### src/rtl/rr_mux_arb.sv
// rr_mux_arb: N-input, W-bit registered multiplexer with round-robin
// arbitration and valid/ready handshaking on every port. It has one cycle
// of latency and full throughput. With PACKET=1, a grant is held from
// the first beat of a packet until the beat that carries last=1.
module rr_mux_arb #(
   parameter int WIDTH    = 8,
   parameter int CHANNELS = 4,
   parameter int PACKET   = 0,
   localparam int SELW    = (CHANNELS > 1) ? $clog2(CHANNELS) : 1
) (
   input  logic                      clk,
   input  logic                      rst_n,
   input  logic [CHANNELS-1:0]       in_valid,
   input  logic [CHANNELS*WIDTH-1:0] in_data,
   input  logic [CHANNELS-1:0]       in_last,
   output logic [CHANNELS-1:0]       in_ready,
   output logic                      out_valid,
   output logic [WIDTH-1:0]          out_data,
   output logic                      out_last,
   output logic [SELW-1:0]           out_sel,
   input  logic                      out_ready
);

   localparam logic [0:0]      ST_IDLE   = 1'b0;
   localparam logic [0:0]      ST_LOCKED = 1'b1;
   localparam logic [SELW-1:0] LAST_CH   = SELW'(CHANNELS - 1);

   logic [SELW-1:0]     ptr_r;
   logic [SELW-1:0]     lock_ch_r;
   logic [0:0]          state_r;
   logic                out_valid_r;
   logic [WIDTH-1:0]    out_data_r;
   logic                out_last_r;
   logic [SELW-1:0]     out_sel_r;

   logic [SELW-1:0]     rr_gnt_s;
   logic [SELW-1:0]     gnt_s;
   logic                load_s;
   logic                grant_s;
   logic                xfer_s;
   logic [CHANNELS-1:0] in_ready_s;
   logic [WIDTH-1:0]    sel_data_s;
   logic                sel_last_s;
   logic [SELW-1:0]     nxt_ptr_s;

   // Round-robin search: walk from ptr+CHANNELS-1 down to ptr so that the
   // last hit written is the first valid channel at or after ptr.
   always_comb begin
      int idx;
      rr_gnt_s = '0;
      for (int j = CHANNELS - 1; j >= 0; j--) begin
         idx = int'(ptr_r) + j;
         if (idx >= CHANNELS) begin
            idx = idx - CHANNELS;
         end else begin
            idx = idx;
         end
         if (in_valid[SELW'(idx)]) begin
            rr_gnt_s = SELW'(idx);
         end else begin
            rr_gnt_s = rr_gnt_s;
         end
      end
   end

   // Grant, handshake and the beat selected for the output register.
   // A locked packet keeps its channel even while that channel is idle.
   always_comb begin
      if ((PACKET != 0) && (state_r == ST_LOCKED)) begin
         gnt_s = lock_ch_r;
      end else begin
         gnt_s = rr_gnt_s;
      end
      load_s  = !out_valid_r || out_ready;
      grant_s = rst_n && load_s && (|in_valid);
      xfer_s  = grant_s && in_valid[gnt_s];
      in_ready_s = '0;
      sel_data_s = '0;
      for (int i = 0; i < CHANNELS; i++) begin
         in_ready_s[i] = grant_s && (gnt_s == SELW'(i));
         if (gnt_s == SELW'(i)) begin
            sel_data_s = in_data[i*WIDTH +: WIDTH];
         end else begin
            sel_data_s = sel_data_s;
         end
      end
      if (PACKET != 0) begin
         sel_last_s = in_last[gnt_s];
      end else begin
         sel_last_s = 1'b1;
      end
      if (gnt_s == LAST_CH) begin
         nxt_ptr_s = '0;
      end else begin
         nxt_ptr_s = gnt_s + SELW'(1);
      end
   end

   assign in_ready  = in_ready_s;
   assign out_valid = out_valid_r;
   assign out_data  = out_data_r;
   assign out_last  = out_last_r;
   assign out_sel   = out_sel_r;

   // Output register: load on an input transfer, else empty on a drain.
   always_ff @(posedge clk or negedge rst_n) begin
      if (!rst_n) begin
         out_valid_r <= 1'b0;
         out_data_r  <= '0;
         out_last_r  <= 1'b0;
         out_sel_r   <= '0;
      end else if (xfer_s) begin
         out_valid_r <= 1'b1;
         out_data_r  <= sel_data_s;
         out_last_r  <= sel_last_s;
         out_sel_r   <= gnt_s;
      end else if (out_valid_r && out_ready) begin
         out_valid_r <= 1'b0;
      end else begin
         out_valid_r <= out_valid_r;
      end
   end

   // Priority pointer: advance past the winner once its packet completes.
   always_ff @(posedge clk or negedge rst_n) begin
      if (!rst_n) begin
         ptr_r <= '0;
      end else if (xfer_s && sel_last_s) begin
         ptr_r <= nxt_ptr_s;
      end else begin
         ptr_r <= ptr_r;
      end
   end

   // Packet lock FSM: lock on a non-final first beat, unlock on last.
   always_ff @(posedge clk or negedge rst_n) begin
      if (!rst_n) begin
         state_r   <= ST_IDLE;
         lock_ch_r <= '0;
      end else if ((PACKET != 0) && xfer_s) begin
         case (state_r)
            ST_IDLE: begin
               if (!sel_last_s) begin
                  state_r   <= ST_LOCKED;
                  lock_ch_r <= gnt_s;
               end else begin
                  state_r   <= ST_IDLE;
               end
            end
            ST_LOCKED: begin
               if (sel_last_s) begin
                  state_r <= ST_IDLE;
               end else begin
                  state_r <= ST_LOCKED;
               end
            end
            default: begin
               state_r <= ST_IDLE;
            end
         endcase
      end else begin
         state_r   <= state_r;
         lock_ch_r <= lock_ch_r;
      end
   end

endmodule

### config.mk
export PLATFORM = sky130hd
export DESIGN_NAME = rr_mux_arb
export DESIGN_NICKNAME = d
export VERILOG_FILES = /design/src/rtl/rr_mux_arb.sv
export SDC_FILE = /design/constraint.sdc
export NUM_CORES = 1
export LEC_CHECK = 0
export BUFFER_PORTS_ARGS = -buffer_cell sky130_fd_sc_hd__clkbuf_2
export CAP_MARGIN = 20
export CORE_MARGIN = 2
export CORE_UTILIZATION = 44
export CTS_CLUSTER_DIAMETER = 60
export DETAILED_ROUTE_END_ITERATION = 12
export GPL_TIMING_DRIVEN = 0
export PLACE_DENSITY = 0.9
export SLEW_MARGIN = 20
export SYNTH_ARGS = -nofsm -noshare
export SYNTH_HDL_FRONTEND = slang
export SYNTH_SLANG_ARGS = --single-unit
### constraint.sdc
create_clock -name clk -period 4 [get_ports clk]
set_input_delay 1.2 -clock clk [delete_from_list [all_inputs] [get_ports clk]]
set_output_delay 1.2 -clock clk [all_outputs]
set_load 0.05 [all_outputs]
==> impl_metrics.tcl, run 1 <==
set metrics [dict create \
    grt_start_max_net_pins 19 \
    globalplace.congestion 0.809 \
    design.die.area_mm2 0.00279 \
    slew_headroom_pct 71.8 \
    antennaDiodeCount 0 \
    fin_area_mm2 0.00139 \
    first_pass_iters 5 \
    worst_ep_arrival_time_ns 2.75 \
    worstSetupEndpointType "output pin" \
    finalWirelength_mm 2.79 \
    final-max-slew-violation-count 0 \
    die_width_um 52.8 \
    period_needed_ns 3.95 \
    worstReg2RegStart "ptr_r[1]" \
    synth_nets 170 \
    p_total_mw 0.880 \
    critPathRequiredTime_ns 2.80 \
    finalCoreUtilization_pct 62.2 \
    start_kind "input port" \
    cts_max_level 1 \
    final_antenna_net_count 0 \
    hold_violations 0 \
    antenna_violations_before_repair 0 \
    areaGrowthSynthToFinish_pct 32.6 \
    die_h_um 52.8 \
    total_cts_buffers 3 \
    post-cts-setup-buffer-count 0 \
    post_synthesis_async_set_or_reset_flop_share_pct 100 \
    top_level_pins 59 \
    min_delay_path_class "flop to flop" \
    transition_time_at_the_pin_with_the_least_slew_margin_ns 0.424 \
    yosys_register_bits 14 \
    cts-root-to-sink-buffers 2 \
    maximum_vdd_ir_drop_v 0.000370 \
    leakage_nw 0.690 \
    ys.flop_type "dfrtp_1" \
    synth_top_area_cell "dfrtp_1" \
    ctsRootBufferMaster "clkbuf_4" \
    worstSkewPairLatency_ns 0.28 \
    drc 0 \
    synthCells 123 \
    regArea_um2 350 \
    std_cell_rows 17 \
    dr.first_iter.drc_count 34 \
    cts.clk_slew.worst_paths_ns 0.07 \
    pwr_density_cell_mw_per_mm2 633 \
    yosysTopAreaCellShare_pct 33.5 \
    syn_area_mm2 0.00105 \
    dpl-instance-area_mm2 0.00135 \
    cts_hold_repair.buffers 0 \
    avgViaCountPerCell 5.69 \
    synth.yosys.seq_area_share_pct 33.5 \
    timing.final.crit_share_pct 98.9 \
    gr-total-overflow 0 \
    rrSetupSlack_ns 1.72 \
    post_drt_wl_per_cell_um 13.6 \
    initial_core_util_pct 46.9 \
    synthTopCellsByArea "dfrtp_1 33%, a31oi_1 11%, a221o_1 7.6%" \
    syn_avg_cell_area_um2 8.51 \
    dp_wirelength_mm 2.29 \
    synthMostInstantiatedCell "a31oi_1" \
    fin_worst_hold_slack_ns 0.475 \
    critical_path.endpoint "in_ready[1]" \
    synth_cell_type_count 31 \
    layout_setup_ws_ns 0.0459 \
    finish.net_count 225 \
    first_global_vias 1033 \
    worstSetupPathType "input port to output pin" \
    total_routing_resource_utilization_after_global_routing_pct 20.3 \
    number_of_setup_violations_in_the_final_report 0 \
    cap_violations 0 \
    multi_input_comb_area_um2 601 \
    core-area_mm2 0.00223 \
    vias 1166 \
    cp_max_fo 10 \
    critical_path.reg2reg.endpoint "out_data[5]" \
    tritoncts "built" \
    r2r.worst_path.cells 8 \
    result_of_the_run "finished clean" \
    critical_path.startpoint "in_valid[0]" \
    fin_worst_skew_ns 0.00965 \
    cts_sinks 14 \
    post-place-ws_ns -0.398 \
    max_freq_mhz 253 \
    number_of_synthesized_flops_with_an_enable_pin 0 \
    synth-warning-count 0 \
    fillers 187 \
    portBuffers 54 \
    post_synth_most_frequent_cells "18 x a31oi_1, 14 x dfrtp_1, 12 x inv_1, 10 x a21oi_1, 10 x nand2_1" \
    grt_first_pass_wirelength_mm 4.22 \
    final_layout_size_suffix_gt1_share_pct 39.5 \
]
==> state kept, by name, indices dropped and copies added (netlist names) <==
| name | count |
|---|---|
| ptr_r | 2 |
| out_sel | 2 |
| out_last | 1 |
| out_valid | 1 |
| out_data | 8 |
==> final cells by class <==
| class | instances | share of cell area [%] |
|---|---|---|
| multi-input combinational | 86 | 43.2 |
| tap | 28 | 2.52 |
| sequential | 14 | 25.2 |
| inverter | 12 | 3.24 |
| timing repair buffer | 54 | 19.8 |
| buffer | 7 | 3.33 |
| clock buffer | 4 | 2.61 |
==> layout by cell type, fill, tap and decap left out, types with 2 or more instances in the layout <==
cell      netlist  layout
clkbuf_2        0      51
a31oi_1        18      18
dfrtp_1        14      14
inv_1          12      12
nand2_1        10      10
a21oi_1        10      10
nand3b_1        9       9
a221o_1         8       8
clkbuf_4        0       5
nand2b_1        3       3
and2_1          4       3
clkbuf_1        7       3
o21ai_1         0       2
nor2_1          2       2
nand3_1         2       2
buf_6           2       2
buf_2           1       2
ha_2            0       2
ha_1            4       2
==> report_power, final <==
| part | switching, mW | leakage, nW | internal, mW |
|---|---|---|---|
| clock | 0.0430 | 0.0210 | 0.0554 |
| sequential | 0.0378 | 0.159 | 0.192 |
| combinational | 0.358 | 0.510 | 0.194 |
==> how the worst min path moves through the flow <==
stage                        start  endpoint  slack [ns]  cells past startpoint
after floorplan           ptr_r[1]  ptr_r[1]        0.58                      1
after global placement    out_last  out_last        0.45                      1
after detailed placement  out_last  out_last        0.46                      1
after CTS                 out_last  out_last        0.48                      1
after global routing      out_last  out_last        0.53                      1
final                     out_last  out_last        0.47                      1
==> routing by layer <==
metal | part of all wire (%) | track usage, %
met4 | 2.0 | 8.55
met5 | 0 | 0
met2 | 48 | 35.4
met1 | 41 | 23.8
met3 | 8.9 | 4.00
==> stage by stage <==
stage,cells,TNS [ns]
after detailed placement,205,-0.862
after floorplan,123,0
after CTS,206,0
after global routing,205,-0.0512
final,205,0
after global placement,205,-0.646
==> cell families after synthesis <==
logic type      count (synthesis)  share of synthesized area, %
fa+ha+maj                       4                          4.78
simple gates                   36                          20.4
flops                          14                          33.5
mux                             2                          2.51
compound gates                 44                          29.0
buf+inv                        23                          9.80
==> worst max-delay path: stages <==
cell and delay [ns]:
clkbuf_2 0.10, inv_1 0.05, or3_1 0.41, nand3_1 0.16, ha_2 0.26, clkbuf_4 0.21
and2_1 0.13, clkbuf_4 0.22
==> timing repair <==
| item | 4_1_cts | 5_1_grt |
|---|---|---|
| endpoints found under the hold margin | 0 | 0 |
| pin swaps | 0 | 0 |
| endpoints found under the setup margin | 4 | 3 |
| gates resized for setup | 9 | 3 |
Power figures use the tool's default switching activity.
==> run 2: changes to the inputs <==
--- a/config.mk
+++ b/config.mk
@@ -7,12 +7,11 @@
 export LEC_CHECK = 0
 export BUFFER_PORTS_ARGS = -buffer_cell sky130_fd_sc_hd__clkbuf_2
 export CAP_MARGIN = 20
-export CORE_MARGIN = 2
-export CORE_UTILIZATION = 44
+export CORE_UTILIZATION = 47
 export CTS_CLUSTER_DIAMETER = 60
 export DETAILED_ROUTE_END_ITERATION = 12
 export GPL_TIMING_DRIVEN = 0
-export PLACE_DENSITY = 0.9
+export PLACE_DENSITY = 0.94
 export SLEW_MARGIN = 20
 export SYNTH_ARGS = -nofsm -noshare
 export SYNTH_HDL_FRONTEND = slang
==> constraint.sdc (replaced) <==
create_clock -name clk -period 5 [get_ports clk]
set_input_delay 1.5 -clock clk [delete_from_list [all_inputs] [get_ports clk]]
set_output_delay 1.5 -clock clk [all_outputs]
set_load 0.05 [all_outputs]
==> run 2 against run 1 <==
Net effect: clock power fell by 15%; routed wire length increased by 3.2%; sequential cell count is the same; cell count rose by 0.49%; die area down 13%; via count shrank 1.1%; setup slack better by 0.14 ns; clock-buffer cell count unchanged; sequential share of layout area grew 0.14 points; hold slack is essentially flat; non-clock buffer count grew 2; combinational power fell by 20%; critical endpoint unchanged; largest power group unchanged; highest routed layer unchanged.
==> impl_metrics.tcl, run 2 (synthesis gave the netlist of run 1 again) <==
set metrics [dict create \
    critPathRequiredTime_ns 3.50 \
    design.die.area_mm2 0.00242 \
    worstSetupEndpointType "output pin" \
    rsz0062_at_grt "false" \
    drc 0 \
    worst_ep_arrival_time_ns 3.31 \
    hold_violations 0 \
    start_kind "input port" \
    finalCoreUtilization_pct 68.3 \
    dr.first_iter.drc_count 48 \
    globalplace.congestion 0.876 \
    cts_sinks 14 \
    final_antenna_net_count 0 \
    largest_register_ff_count 8 \
    timing.final.crit_share_pct 96.2 \
    initial_core_util_pct 51.8 \
    fillers 167 \
    final-max-slew-violation-count 0 \
    r2r.worst_path.cells 8 \
    top_level_pins 59 \
    worstReg2RegStart "ptr_r[1]" \
    tritoncts "built" \
    cts_hold_repair.buffers 0 \
    antennaDiodeCount 0 \
    ctsRootBufferMaster "clkbuf_4" \
    cp_max_fo 10 \
    number_of_setup_violations_in_the_final_report 0 \
    power.share.sequential_pct 25.9 \
    transition_time_at_the_pin_with_the_least_slew_margin_ns 0.413 \
    rrSetupSlack_ns 2.45 \
    first_pass_iters 4 \
    worst_hold_depth 1 \
    cts_resized 0 \
    hp-start "out_last" \
    antenna_violations_before_repair 0 \
    vias 1153 \
    finalWirelength_mm 2.87 \
    dr_wl_met3_um 188 \
    placedCellCount 204 \
    areaGrowthSynthToFinish_pct 31.9 \
    slew_headroom_pct 72.5 \
    combPwrFrac_pct 62.2 \
    cts_max_level 1 \
    cellInternalPower_mw 0.348 \
    most-common-layout-cells "55 x clkbuf_2, 18 x a31oi_1, 14 x dfrtp_1" \
    p_total_mw 0.705 \
    pwr_density_cell_mw_per_mm2 511 \
    first_global_vias 1071 \
    die_h_um 49.2 \
    std_cell_rows 16 \
    min_to "out_last" \
    gr-total-overflow 0 \
    cts-root-to-sink-buffers 2 \
    total_routing_resource_utilization_after_global_routing_pct 25.8 \
    grt_start_max_net_pins 19 \
    grt_first_pass_wirelength_mm 4.74 \
    leakage_nw 0.693 \
    critical_path.reg2reg.endpoint "out_data[5]" \
    total_cts_buffers 3 \
    cap_violations 0 \
    final_common_cell "clkbuf_2" \
    post_drt_wl_per_cell_um 14.0 \
    swShare_pct 50.7 \
    worstSkewPairLatency_ns 0.29 \
    post-cts-setup-buffer-count 0 \
    min_delay_path_class "flop to flop" \
    dp_wirelength_mm 2.26 \
    routed.top_layer "met4" \
    period_needed_ns 4.81 \
    maximum_vdd_ir_drop_v 0.000270 \
    final_cell_count_no_fill 206 \
    result_of_the_run "finished clean" \
    clockPowerShare_pct 11.9 \
    portBuffers 54 \
    final.setup.tns_ns 0 \
    worstSetupPathType "input port to output pin" \
    avgViaCountPerCell 5.60 \
    cts.clk_slew.worst_paths_ns 0.09 \
    finish.net_count 227 \
    max_freq_mhz 208 \
    die_width_um 49.2 \
    fin_worst_skew_ns 0.00526 \
    final_layout_size_suffix_gt1_share_pct 37.4 \
    dr_wl_met2_mm 1.39 \
    p_switching_mw 0.357 \
    wirelength_met1_mm 1.24 \
    core-area_mm2 0.00202 \
]
-- run 2: worst max-delay path, stage by stage --
cell and delay (ns):
clkbuf_2 0.10, inv_1 0.07, or3_1 0.41, nand3_1 0.14, ha_1 0.28, clkbuf_1 0.35
and2_1 0.19, clkbuf_2 0.27
-- run 2: area by class of cell --
class	count	area, µm²	area share (%)
buffer	9	51.3	3.71
clock buffer	4	36.3	2.63
multi-input combinational	86	594	43.0
sequential	14	350	25.4
timing repair buffer	54	270	19.6
inverter	12	45.0	3.26
tap	27	33.8	2.45
-- run 2: how the worst max path moves through the flow --
stage	startpoint	to	slack (ns)	cells past startpoint
after floorplan	in_valid[0]	in_ready[3]	0.37	7
after global placement	in_valid[0]	in_ready[3]	0.07	9
after detailed placement	in_valid[0]	in_ready[3]	0.01	9
after CTS	in_valid[0]	in_ready[3]	0.001	9
after global routing	in_valid[0]	in_ready[1]	0.02	8
final	in_valid[0]	in_ready[1]	0.19	8
-- run 2: layer usage --
metal / vias to the layer above / GRT usage [%]
li1: 562 / -
met5: - / 0
met2: 45 / 44.5
met3: 5 / 3.74
met1: 541 / 31.9
met4: 0 / 10.3
-- run 2: power groups by stage --
stage                     logic, mW  registers, mW  clock network, mW
after detailed placement      0.437          0.184                  0
after floorplan               0.213          0.299                  0
final                         0.439          0.183             0.0837
after global routing          0.473          0.186             0.0877
after global placement        0.424          0.181                  0
after CTS                     0.438          0.181             0.0836
-- run 2: per-stage QoR --
| step | cell area, µm² | hold slack (ns) | worst slack (ns) |
|---|---|---|---|
| 2_1_floorplan | 1050 | 0.576 | 0.370 |
| 5_1_grt | 1380 | 0.485 | 0.0190 |
| 6_report | 1380 | 0.475 | 0.189 |
| 3_5_place_dp | 1350 | 0.453 | 0.0124 |
| 4_1_cts | 1390 | 0.476 | 0.00140 |
| 3_3_place_gp | 1350 | 0.449 | 0.0658 |
==> run 3: changes to the inputs <==
==> config.mk (replaced) <==
export PLATFORM = sky130hd
export DESIGN_NAME = rr_mux_arb
export DESIGN_NICKNAME = d
export VERILOG_FILES = /design/src/rtl/rr_mux_arb.sv
export SDC_FILE = /design/constraint.sdc
export NUM_CORES = 1
export LEC_CHECK = 0
export CAP_MARGIN = 20
export CORE_UTILIZATION = 55
export CTS_CLUSTER_DIAMETER = 60
export DETAILED_ROUTE_END_ITERATION = 12
export DONT_BUFFER_PORTS = 1
export GPL_TIMING_DRIVEN = 0
export PLACE_DENSITY = 0.8
export SLEW_MARGIN = 20
export SYNTH_ARGS = -nofsm -noshare
export SYNTH_HDL_FRONTEND = slang
export SYNTH_SLANG_ARGS = --single-unit
==> run 3 against run 2 <==
Net effect: clock power shrank 3.9%; global-route usage decreased by 1.2 points; largest power group is now sequential cells; non-clock buffer count fell by 52; largest cell class unchanged; die area down 14%.
==> impl_metrics.tcl, run 3 (synthesis gave the netlist of run 1 again) <==
set metrics [dict create \
    globalplace.congestion 0.834 \
    portBuffers 0 \
    p_switching_mw 0.337 \
    worstSetupPathType "input port to output pin" \
    ctsRootBufferMaster "clkbuf_4" \
    final_cell_count_no_fill 152 \
    crit_slowest_cell "and2_2" \
    rrSetupSlack_ns 2.44 \
    gr-total-overflow 0 \
    grt_start_max_net_pins 19 \
    hp-start "ptr_r[1]" \
    result_of_the_run "finished clean" \
    final_layout_size_suffix_gt1_share_pct 11.8 \
    drc 0 \
    vias 987 \
    worst_hold_depth 1 \
    cts_max_level 1 \
    finish.net_count 175 \
    core-area_mm2 0.00176 \
    die_h_um 45.6 \
    swShare_pct 51.8 \
    die_width_um 45.6 \
    fin_area_mm2 0.00112 \
    worstSkewPairLatency_ns 0.28 \
    cts_hold_repair.buffers 0 \
    tritoncts "built" \
    start_kind "input port" \
    std_cell_rows 15 \
    placedCellCount 148 \
    max_freq_mhz 210 \
    avgViaCountPerCell 6.49 \
    total_cts_buffers 3 \
    cts-root-to-sink-buffers 2 \
    number_of_setup_violations_in_the_final_report 0 \
    hold_violations 0 \
    timing.final.crit_share_pct 95.3 \
    dr.first_iter.drc_count 36 \
    first_global_vias 846 \
    power.share.sequential_pct 47.1 \
    rsz0062_at_grt "false" \
    final-max-slew-violation-count 0 \
    design.die.area_mm2 0.00208 \
    maximum_vdd_ir_drop_v 0.000267 \
    dp_wirelength_mm 1.93 \
    worstSetupEndpointType "output pin" \
    clockPowerShare_pct 12.4 \
    min_delay_path_class "flop to flop" \
    largest_register_ff_count 8 \
    cap_violations 0 \
    cts_sinks 14 \
    first_pass_iters 4 \
    finalCoreUtilization_pct 63.4 \
    critPathRequiredTime_ns 3.50 \
    final.setup.tns_ns 0 \
    cp_max_fo 10 \
    fin_worst_hold_slack_ns 0.666 \
    critical_path.reg2reg.endpoint "out_data[5]" \
    period_needed_ns 4.77 \
    antenna_violations_before_repair 0 \
    total_routing_resource_utilization_after_global_routing_pct 24.6 \
    worstReg2RegStart "ptr_r[1]" \
    fin_worst_skew_ns 0.00674 \
    slew_headroom_pct 66.6 \
    final_antenna_net_count 0 \
    r2r.worst_path.cells 9 \
    finalWirelength_mm 2.50 \
    antennaDiodeCount 0 \
    cellInternalPower_mw 0.313 \
    grt_first_pass_wirelength_mm 3.65 \
    post_drt_wl_per_cell_um 16.5 \
    combPwrFrac_pct 40.5 \
    critical-path-max-stage-delay_ns 0.40 \
    top_level_pins 59 \
    areaGrowthSynthToFinish_pct 6.81 \
    min_to "ptr_r[1]" \
    leakage_nw 0.472 \
    dpl-instance-area_mm2 0.00108 \
    initial_core_util_pct 59.4 \
    critical_path.cell_chain "and2_0 -> o21ai_0 -> and3_1 -> ha_1 -> buf_2 -> clkbuf_1 -> and2_2" \
    worst_ep_arrival_time_ns 3.27 \
    cts.clk_slew.worst_paths_ns 0.09 \
    transition_time_at_the_pin_with_the_least_slew_margin_ns 0.505 \
    pwr_density_cell_mw_per_mm2 580 \
    most-common-layout-cells "18 x a31oi_1, 14 x dfrtp_1, 12 x inv_1" \
    final_common_cell "a31oi_1" \
]
==> run 3: cell types whose count changed in the layout (fill, tap and decap cells not counted), sizes merged <==
cell	delta
clkbuf	-52
==> run 3: power groups by stage <==
stage | combinational (mW) | sequential [mW] | clock [mW]
2_1_floorplan | 0.213 | 0.299 | 0
3_3_place_gp | 0.247 | 0.305 | 0
3_5_place_dp | 0.258 | 0.308 | 0
4_1_cts | 0.259 | 0.305 | 0.0805
5_1_grt | 0.288 | 0.312 | 0.0886
6_report | 0.263 | 0.306 | 0.0804
==> run 3: stage by stage <==
step	power, mW	worst slack, ns
finish	0.649	0.234
detailed placement	0.566	0.0347
global placement	0.553	0.128
CTS	0.645	0.0265
floorplan	0.511	0.370
global route	0.689	0.112
==> run 3: area by class of cell <==
type / instances / area [µm²]
Clock buffer: 4 / 36.3
Inverter: 12 / 45.0
Buffer: 11 / 58.8
Fill cell: 156 / 646
Tap cell: 25 / 31.3
Multi-Input combinational cell: 86 / 597
Sequential cell: 14 / 350
==> run 3: repair_timing <==
action                     CTS  global route
setup buffers                0             0
setup endpoints to repair    0             2
resized for setup            0             4
==> run 3: worst max-delay path: cells and delay by family <==
family | cells | cell delay, ns
fa+ha+maj | 1 | 0.15
buf+inv | 2 | 0.54
simple gates | 3 | 0.77
compound gates | 1 | 0.31
==> run 3: metal layers <==
layer	wire [µm]	vias up	GRT usage (%)	part of all wire, %
met4	10	0	13.9	0.40
li1	-	462	-	-
met5	0	-	0	0
met2	1210	53	34.0	48
met3	224	2	5.16	9.0
met1	1060	470	35.0	42
==> run 3: worst max path at each step <==
stage,from,cells past startpoint,slack [ns],endpoint
after floorplan,in_valid[0],7,0.37,in_ready[3]
after global placement,in_valid[0],7,0.13,in_ready[3]
after detailed placement,in_valid[0],7,0.03,in_ready[3]
after CTS,in_valid[0],7,0.03,in_ready[3]
after global routing,in_valid[0],7,0.11,in_ready[2]
final,in_valid[0],7,0.23,in_ready[2]
